`src/rtl/nibble_serial_adder_seq_pkg.sv`:
```
// Shared definitions for the nibble-serial add/subtract sequencer.
//   state_t         : FSM state encoding (IDLE -> RUN -> DONE -> IDLE)
//   DEFAULT_NIBBLES : default operand width in nibbles
package nibble_serial_adder_seq_pkg;

   localparam int unsigned DEFAULT_NIBBLES = 4;

   typedef enum logic [1:0] {
      ST_IDLE = 2'd0,
      ST_RUN  = 2'd1,
      ST_DONE = 2'd2
   } state_t;

endpackage

```
`src/rtl/nibble_serial_adder_seq_shift_reg.sv`:
```
// nibble_shift_reg: W-bit register with synchronous load and 4-bit right shift.
// shift_in enters at the top nibble; the bottom nibble is shifted out.
//   clk      : clock, rising edge
//   rst      : synchronous active-high reset, clears q
//   load     : load load_val (has priority over shift)
//   load_val : parallel load value
//   shift    : shift right by one nibble
//   shift_in : nibble entering at q[W-1:W-4]
//   q        : register contents
module nibble_shift_reg #(
   parameter int unsigned W = 16
) (
   input  logic         clk,
   input  logic         rst,
   input  logic         load,
   input  logic [W-1:0] load_val,
   input  logic         shift,
   input  logic [3:0]   shift_in,
   output logic [W-1:0] q
);

   always_ff @(posedge clk) begin
      if (rst) begin
         q <= '0;
      end else if (load) begin
         q <= load_val;
      end else if (shift) begin
         q <= {shift_in, q[W-1:4]};
      end
   end

endmodule

```
`src/rtl/nibble_serial_adder_seq.sv`:
```
// nibble_serial_adder_seq: drives an external combinational 4-bit adder one
// nibble per clock (LSB first) to add or subtract W = 4*NIBBLES-bit operands.
//   clk_i, rst_i       : clock (rising edge), synchronous active-high reset
//   start_i, sub_i     : request an operation (sampled in IDLE), 1 = A-B
//   a_i, b_i           : operands, sampled with start_i
//   carry_i            : extra carry-in (only with NIBBLE_SERIAL_CARRY_IN_EN)
//   add_a_o/b_o/ci_o   : operand nibbles and carry to the adder (0 unless RUN)
//   add_s_i, add_co_i  : adder sum nibble and carry out
//   busy_o             : high while in RUN
//   done_o             : one-cycle pulse, result valid
//   sum_o, carry_o     : result and final carry (subtract: 1 = no borrow)
//   ovf_o, zero_o      : signed overflow, result == 0
// Build option: define NIBBLE_SERIAL_CARRY_IN_EN to add carry_i for ADC/SBB chaining.
module nibble_serial_adder_seq
   import nibble_serial_adder_seq_pkg::*;
#(
   parameter int unsigned NIBBLES = DEFAULT_NIBBLES
) (
   input  logic                 clk_i,
   input  logic                 rst_i,
   input  logic                 start_i,
   input  logic                 sub_i,
   input  logic [4*NIBBLES-1:0] a_i,
   input  logic [4*NIBBLES-1:0] b_i,
`ifdef NIBBLE_SERIAL_CARRY_IN_EN
   input  logic                 carry_i,
`endif
   output logic [3:0]           add_a_o,
   output logic [3:0]           add_b_o,
   output logic                 add_ci_o,
   input  logic [3:0]           add_s_i,
   input  logic                 add_co_i,
   output logic                 busy_o,
   output logic                 done_o,
   output logic [4*NIBBLES-1:0] sum_o,
   output logic                 carry_o,
   output logic                 ovf_o,
   output logic                 zero_o
);

   localparam int unsigned W = 4 * NIBBLES;

   state_t         state;
   logic [3:0]     cnt;
   logic           c;
   logic           a_sign;
   logic           b_sign;
   logic [W-1:0]   a_q;
   logic [W-1:0]   b_q;
   logic [W-1:0]   res_q;
   logic [W-1:0]   b_ld;
   logic [W-1:0]   res_next;
   logic           c_init;
   logic           load_en;
   logic           shift_en;
   logic           last;
   logic           unused_bits;

   assign b_ld     = sub_i ? ~b_i : b_i;
`ifdef NIBBLE_SERIAL_CARRY_IN_EN
   assign c_init   = sub_i ^ carry_i;
`else
   assign c_init   = sub_i;
`endif
   assign load_en  = (state == ST_IDLE) && start_i;
   assign shift_en = (state == ST_RUN);
   assign last     = (cnt == 4'(NIBBLES - 1));

   // Result as it will stand after the current RUN edge; used on the last
   // nibble so sum_o and the flags are valid in the same cycle as done_o.
   assign res_next = {add_s_i, res_q[W-1:4]};

   assign add_a_o  = shift_en ? a_q[3:0] : '0;
   assign add_b_o  = shift_en ? b_q[3:0] : '0;
   assign add_ci_o = shift_en ? c : 1'b0;

   assign unused_bits = ^{a_q[W-1:4], b_q[W-1:4], res_q[3:0]};

   nibble_shift_reg #(.W(W)) u_a_sh (
      .clk      (clk_i),
      .rst      (rst_i),
      .load     (load_en),
      .load_val (a_i),
      .shift    (shift_en),
      .shift_in (4'h0),
      .q        (a_q)
   );

   nibble_shift_reg #(.W(W)) u_b_sh (
      .clk      (clk_i),
      .rst      (rst_i),
      .load     (load_en),
      .load_val (b_ld),
      .shift    (shift_en),
      .shift_in (4'h0),
      .q        (b_q)
   );

   nibble_shift_reg #(.W(W)) u_res_sh (
      .clk      (clk_i),
      .rst      (rst_i),
      .load     (load_en),
      .load_val ({W{1'b0}}),
      .shift    (shift_en),
      .shift_in (add_s_i),
      .q        (res_q)
   );

   always_ff @(posedge clk_i) begin
      if (rst_i) begin
         state   <= ST_IDLE;
         cnt     <= '0;
         c       <= 1'b0;
         a_sign  <= 1'b0;
         b_sign  <= 1'b0;
         busy_o  <= 1'b0;
         done_o  <= 1'b0;
         sum_o   <= '0;
         carry_o <= 1'b0;
         ovf_o   <= 1'b0;
         zero_o  <= 1'b1;
      end else begin
         done_o <= 1'b0;
         case (state)
            ST_IDLE: begin
               if (start_i) begin
                  c      <= c_init;
                  cnt    <= '0;
                  a_sign <= a_i[W-1];
                  b_sign <= b_ld[W-1];
                  busy_o <= 1'b1;
                  state  <= ST_RUN;
               end
            end
            ST_RUN: begin
               c   <= add_co_i;
               cnt <= cnt + 4'd1;
               if (last) begin
                  // Final carry is the adder's carry out of the top nibble.
                  busy_o  <= 1'b0;
                  done_o  <= 1'b1;
                  sum_o   <= res_next;
                  carry_o <= add_co_i;
                  zero_o  <= (res_next == '0);
                  ovf_o   <= (a_sign == b_sign) && (res_next[W-1] != a_sign);
                  state   <= ST_DONE;
               end
            end
            ST_DONE: begin
               state <= ST_IDLE;
            end
            default: begin
               state <= ST_IDLE;
            end
         endcase
      end
   end

endmodule

```
`config.mk`:
```
export PLATFORM = sky130hd
export DESIGN_NAME = nibble_serial_adder_seq
export DESIGN_NICKNAME = d
export VERILOG_FILES = /design/src/rtl/nibble_serial_adder_seq_pkg.sv /design/src/rtl/nibble_serial_adder_seq_shift_reg.sv /design/src/rtl/nibble_serial_adder_seq.sv
export SDC_FILE = /design/constraint.sdc
export NUM_CORES = 1
export LEC_CHECK = 0
export BUFFER_PORTS_ARGS = -buffer_cell sky130_fd_sc_hd__buf_2
export CAP_MARGIN = 20
export CORE_MARGIN = 2
export CORE_UTILIZATION = 53
export DETAILED_ROUTE_END_ITERATION = 6
export PLACE_DENSITY = 0.79
export SYNTH_ARGS = -nofsm -noshare
export SYNTH_HDL_FRONTEND = slang
export SYNTH_SLANG_ARGS = --single-unit
export TNS_END_PERCENT = 1
```
`constraint.sdc`:
```
create_clock -name clk_i -period 2.8 [get_ports clk_i]
set_clock_uncertainty 0.2 [all_clocks]
set_input_delay 0.56 -clock clk_i [delete_from_list [all_inputs] [get_ports clk_i]]
set_output_delay 0.56 -clock clk_i [all_outputs]
set_load 0.1 [all_outputs]
```
* Word-level counts from Yosys, hierarchy flattened
Index checks and enable logic that the tools add are counted.
Cells by class: $add $sub $neg 1, eq/ne operators 6, mux-type cells 19, bitwise gates (word level) 2, reductions and logical operators 13
Operators with widths (number):
- two-way mux 16 bit | 5
- logical NOT 16 bit | 1
- inverter 16 bit | 1
- two-way mux 4 bit | 3
- case mux 4 bit (2 select lines) | 1
- AND reduction 2 bit | 4
- two-way mux 1 bit | 5
- adder 4 x 1 -> 4 bit, second input constant | 1
- == test 4 x 2 -> 1 bit, second input constant | 1
- two-way mux 2 bit | 2
- case mux 1 bit (2 select lines) | 2
- case mux 2 bit (2 select lines) | 1
- nonzero test 2 bit | 2
- OR reduction 2 bit | 2
- AND reduction 3 bit | 1
- == test 2 x 1 -> 1 bit, second input constant | 1
- logical AND 1 bit | 2
- logical NOT 2 bit | 1
- inequality test 2 x 1 -> 1 bit, second input constant | 1
- inequality test 2 bit, second input constant | 1
- == test 1 bit | 1
- inequality test 1 bit | 1
- inverter 1 bit | 1
Storage, ports and cells: flip-flop bits (word level) 78, input port bits 41, output and inout bits 30, word-level logic and storage cells 55

* Longest topological paths before layout
word-level depth 3, depth in mapped cells 6, mapped depth without buffers 4

* By module
Synthesis repeated with hierarchy kept, for this count alone.
Unflattened totals: cell total of the unflattened synthesis 384, area, all modules 3920.0 µm²
Modules (own cells, without submodules):
- nibble_shift_reg | instances 3, cells each 71, area each 805.8 µm², seq. area each 320.3 µm²
- nibble_serial_adder_seq | instances 1, cells each 171, area each 1502.7 µm², seq. area each 600.6 µm²

* Worst setup path after synthesis
No wires, ideal clock.
path kind register to output, start point register state[0], end point output add_b_o[3], data arrival time 1.631 ns, data required time 2.040 ns, path slack 0.409 ns, stages on the path, launching flop included 5, path buffers 2, cells stage by stage dfxtp_1 > nor2b_1 > buf_4 > buf_2 > and2_1
On the way: longest elaborated chain between the ends 2
Ends and longest elaborated chain:
- start, declared | RTL line nibble_serial_adder_seq.sv:43 | state_t state;
- start signal, assigned | RTL line nibble_serial_adder_seq.sv:111 | state <= ST_IDLE;
- start signal, assigned | RTL line nibble_serial_adder_seq.sv:132 | state <= ST_RUN;
- start signal, assigned | RTL line nibble_serial_adder_seq.sv:146 | state <= ST_DONE;
- == test 2 x 1 -> 1 bit | RTL line nibble_serial_adder_seq.sv:66 | assign shift_en = (state == ST_RUN);
- two-way mux 4 bit | RTL line nibble_serial_adder_seq.sv:74 | assign add_b_o = shift_en ? b_q[3:0] : '0;
- end, declared | RTL line nibble_serial_adder_seq.sv:29 | output logic [3:0] add_b_o,
Every way passes these cells.

* Worst setup path after layout
start point register state[0], end point output add_a_o[2]
On the way: longest elaborated chain between the ends 2
Ends and longest elaborated chain:
- == test 2 x 1 -> 1 bit | RTL line nibble_serial_adder_seq.sv:66
- two-way mux 4 bit | RTL line nibble_serial_adder_seq.sv:73 | assign add_a_o = shift_en ? a_q[3:0] : '0;
- end, declared | RTL line nibble_serial_adder_seq.sv:28 | output logic [3:0] add_a_o,
Every way passes these cells.

==> flow_summary_export.csv <==
group,metric,value,unit
pwr,switching_share,0.2485,
worst_hold_path,hold_start,"u_b_sh.q[2]",
die,num_io_pins,71,
layout,diodes,0,
layout,areaGrowthSynthToFinish,24.11,%
pwr,power,2.355,mW
place,placed_area,3562,µm²
die,fp-row-count,27,
synth,synth.most_common_cell,"dfxtp_1",
clock_network,cts-root-buf,"clkbuf_8",
setup_path,rr_startpoint,"cnt[0]",
layout,n_fill_cell,459,
place,dpl.hpwl,4.509,mm
global_route,grt_max_degree,59,
setup_path,critPathKind,"reg -> out",
synth,netlist.top_cell.by_area,"dfxtp_1",
synth,synthTopCellsByArea,"dfxtp_1 48%, a21oi_1 11%, nand2_1 8.0%",
synth,synth_edf_count,0,
synth,synth_common_cells,"74 x dfxtp_1, 68 x a21oi_1, 65 x nand2_1",
drt,via_count,2783,
layout,fin_area,3800,µm²
synth,synth_area,3062,µm²
clock_network,post-cts-setup-buffers,0,
drt,vias_per_cell,5.577,
pwr,ir_worst_vdd,0.0004090,V
setup_path,r2r_end,"sum_o[6]",
setup_path,cp_max_fo,58,
place,gp_congestion,0.8544,
die,die_area,6401,µm²
synth,synth_nets,406,
pwr,p_leak,1.509,nW
timing,finalSetupViolations,0,
clock_network,clockBufferDepth,2,
pwr,clkPwrFrac,0.404,
synth,netlist_instances,364,
clock_network,clkLatencyLatePin,0.34,ns
layout,drive_above_1_share,0.2342,
synth,synth_seq_cells,74,
global_route,overflow,0,
drt,firstDrtPassIters,4,
run_status,status,"completed",
die,die_y,80.01,µm
setup_path,endpoint_kind,"output pin",
synth,ys_seq_area_frac,0.4839,
timing,final_max_slew_viol_count,0,
clock_network,cts_tree,"yes",
pwr,power-per-cell-area,619.8,nW/µm²
place,port_buffers,70,
worst_hold_path,min_path_type,"reg -> reg",
global_route,grt_pass1_vias,2636,
drt,final_antenna_net_count,0,
drt,wl_per_cell,13.82,µm
clock_network,path_clk_slew,0.08,ns
clock_network,ctsResizeCount,0,
pwr,seqPwrFrac,0.475,
synth,yosysTopAreaCellShare,0.4839,
setup_path,path_cells,"nor2b_4 -> buf_12 -> and2_1 -> buf_12",
setup_path,critPathArrivalTime,1.68,ns
die,start_util,0.5526,
setup_path,critPathLaunch,"state[0]",
global_route,antenna_found_initial,0,
clock_network,cts-buffers-inserted,9,
pwr,p_int,1.770,mW
flow_run,max-cap-violations,0,
timing,fmax,409.6,MHz
setup_path,ff2ff_path_depth,4,
timing,hold_viol,0,
clock_network,htreeDepth,3,
timing,tightest_slew,0.6087,ns
layout,nets,464,
global_route,grt_pass1_wl,11.45,mm
synth,async_reset_ff_frac,0,
die,die_w,80.01,µm
setup_path,critical_path.max_stage_delay,0.45,ns
synth,synth-main-ff-cell,"dfxtp_1",
synth,ys.warnings.count,0,
layout,final_util,0.6859,
setup_path,cp_common_cell,"buf_12",
pwr,comb_power_share,0.121,
clock_network,clock-sinks,74,
timing,timing.final.crit_share,0.8719,
setup_path,required,2.04,ns
timing,rsz0062_at_grt,"no",
timing,min_period,2.441,ns
synth,avgSynthCellArea,8.411,µm²
clock_network,hold_buffers,0,
die,coreArea,5540,µm²
synth,synthDistinctLibCells,32,
drt,drcViolationCount,0,
setup_path,endpoint,"add_a_o[2]",
setup_path,cp-start-kind,"register",
setup_path,slowest_stage,"dfxtp_1",
timing,fin_tns_setup,0,ns
pwr,p_sw,0.5853,mW
drt,first_iter_violations,240,
timing,whs,0.2536,ns
drt,wl,6.898,mm
global_route,globalRouteTotalUtil,0.2267,
timing,relSlewSlack,0.5942,
setup_path,r2r_setup_slack,0.88,ns
==> stage by stage <==
stage / instances / setup WS [ns]
after global routing: 499 / 0.2698
after global placement: 483 / 0.7664
after CTS: 499 / 0.3456
final: 499 / 0.3588
after floorplan: 364 / 0.4090
after detailed placement: 483 / 0.7171
==> final cells by class <==
cell class,instances,area (µm²),share of cell area
Clock inverter,4,72.57,0.01910
Sequential cell,74,1481,0.3899
Multi-Input combinational cell,257,1421,0.3741
Inverter,1,3.754,0.0009878
Tap cell,72,90.09,0.02371
Timing Repair Buffer,79,565.5,0.1488
Clock buffer,12,165.2,0.04346
==> logic make-up (layout without fill, tap and decap cells) <==
family / count (synthesis) / count (layout) / share of synthesized area
muxes: 1 / 1 / 0.003269
DFF: 74 / 74 / 0.4839
adders and majority gates: 1 / 1 / 0.004086
buffers and inverters: 33 / 96 / 0.05599
xor gates and xnor gates: 16 / 16 / 0.04577
and+or+nand+nor: 119 / 119 / 0.1819
AOI/OAI and AO/OA: 120 / 120 / 0.2252
==> power by group through the flow <==
stage          Clock, mW  Sequential [mW]  Combinational [mW]
3_3_place_gp           0             1.14               0.279
4_1_cts            0.962             1.12               0.286
6_report           0.951             1.12               0.285
5_1_grt             1.00             1.12               0.313
3_5_place_dp           0             1.14               0.283
2_1_floorplan          0             1.15               0.191
==> registers in the layout (all words and copies together) (netlist names), 2 cells and up <==
| register | count |
|---|---|
| u_res_sh.q | 12 |
| state | 2 |
| cnt | 4 |
| sum_o | 16 |
| u_a_sh.q | 16 |
| u_b_sh.q | 16 |
==> worst min path at each step <==
stage / to / slack (ns) / cells past startpoint
after floorplan: u_a_sh.q[0] / 0.23 / 2
after global placement: u_a_sh.q[1] / 0.24 / 2
after detailed placement: u_a_sh.q[2] / 0.24 / 2
after CTS: u_a_sh.q[2] / 0.26 / 2
after global routing: u_a_sh.q[14] / 0.27 / 3
final: u_b_sh.q[2] / 0.25 / 2
==> metal layers <==
metal  global-route usage  wire (µm)  vias to the layer above
met5                    0          0                        -
met4              0.09492        110                        0
met3              0.05090        431                       12
met2               0.3792       3462                       90
met1               0.2800       2892                     1297
li1                     -          -                     1384
==> worst max-delay path, delay by kind of cell (launching register included) <==
family	cells	cell delay [ns]
buffers and inverters	2	0.43
and+or+nand+nor	2	0.45
DFF	1	0.45
==> cells in the final DEF, fill, tap and decap left out <==
cell type and count:
dfxtp_1 74, a21oi_1 68, nand2_1 65, buf_2 61
nand3_1 27, a22oi_1 24, xor2_1 16, o21ai_0 12
clkbuf_8 12, buf_12 10, and2_1 9, o21ai_1 9
buf_4 8, nor2_1 5, nor4_1 4, or3b_1 2
a31oi_1 2, bufinv_16 2, nor2b_4 1, nor3b_2 1
nand2b_1 1, nor3b_4 1, o21bai_2 1, a21o_1 1
inv_1 1, o211a_1 1, mux2i_1 1, and3b_1 1
a311oi_2 1, nand4_1 1, o211ai_1 1, or3_1 1
ha_1 1, clkinv_2 1, clkinvlp_4 1
Note: power is estimated with default switching activity, not from simulation.
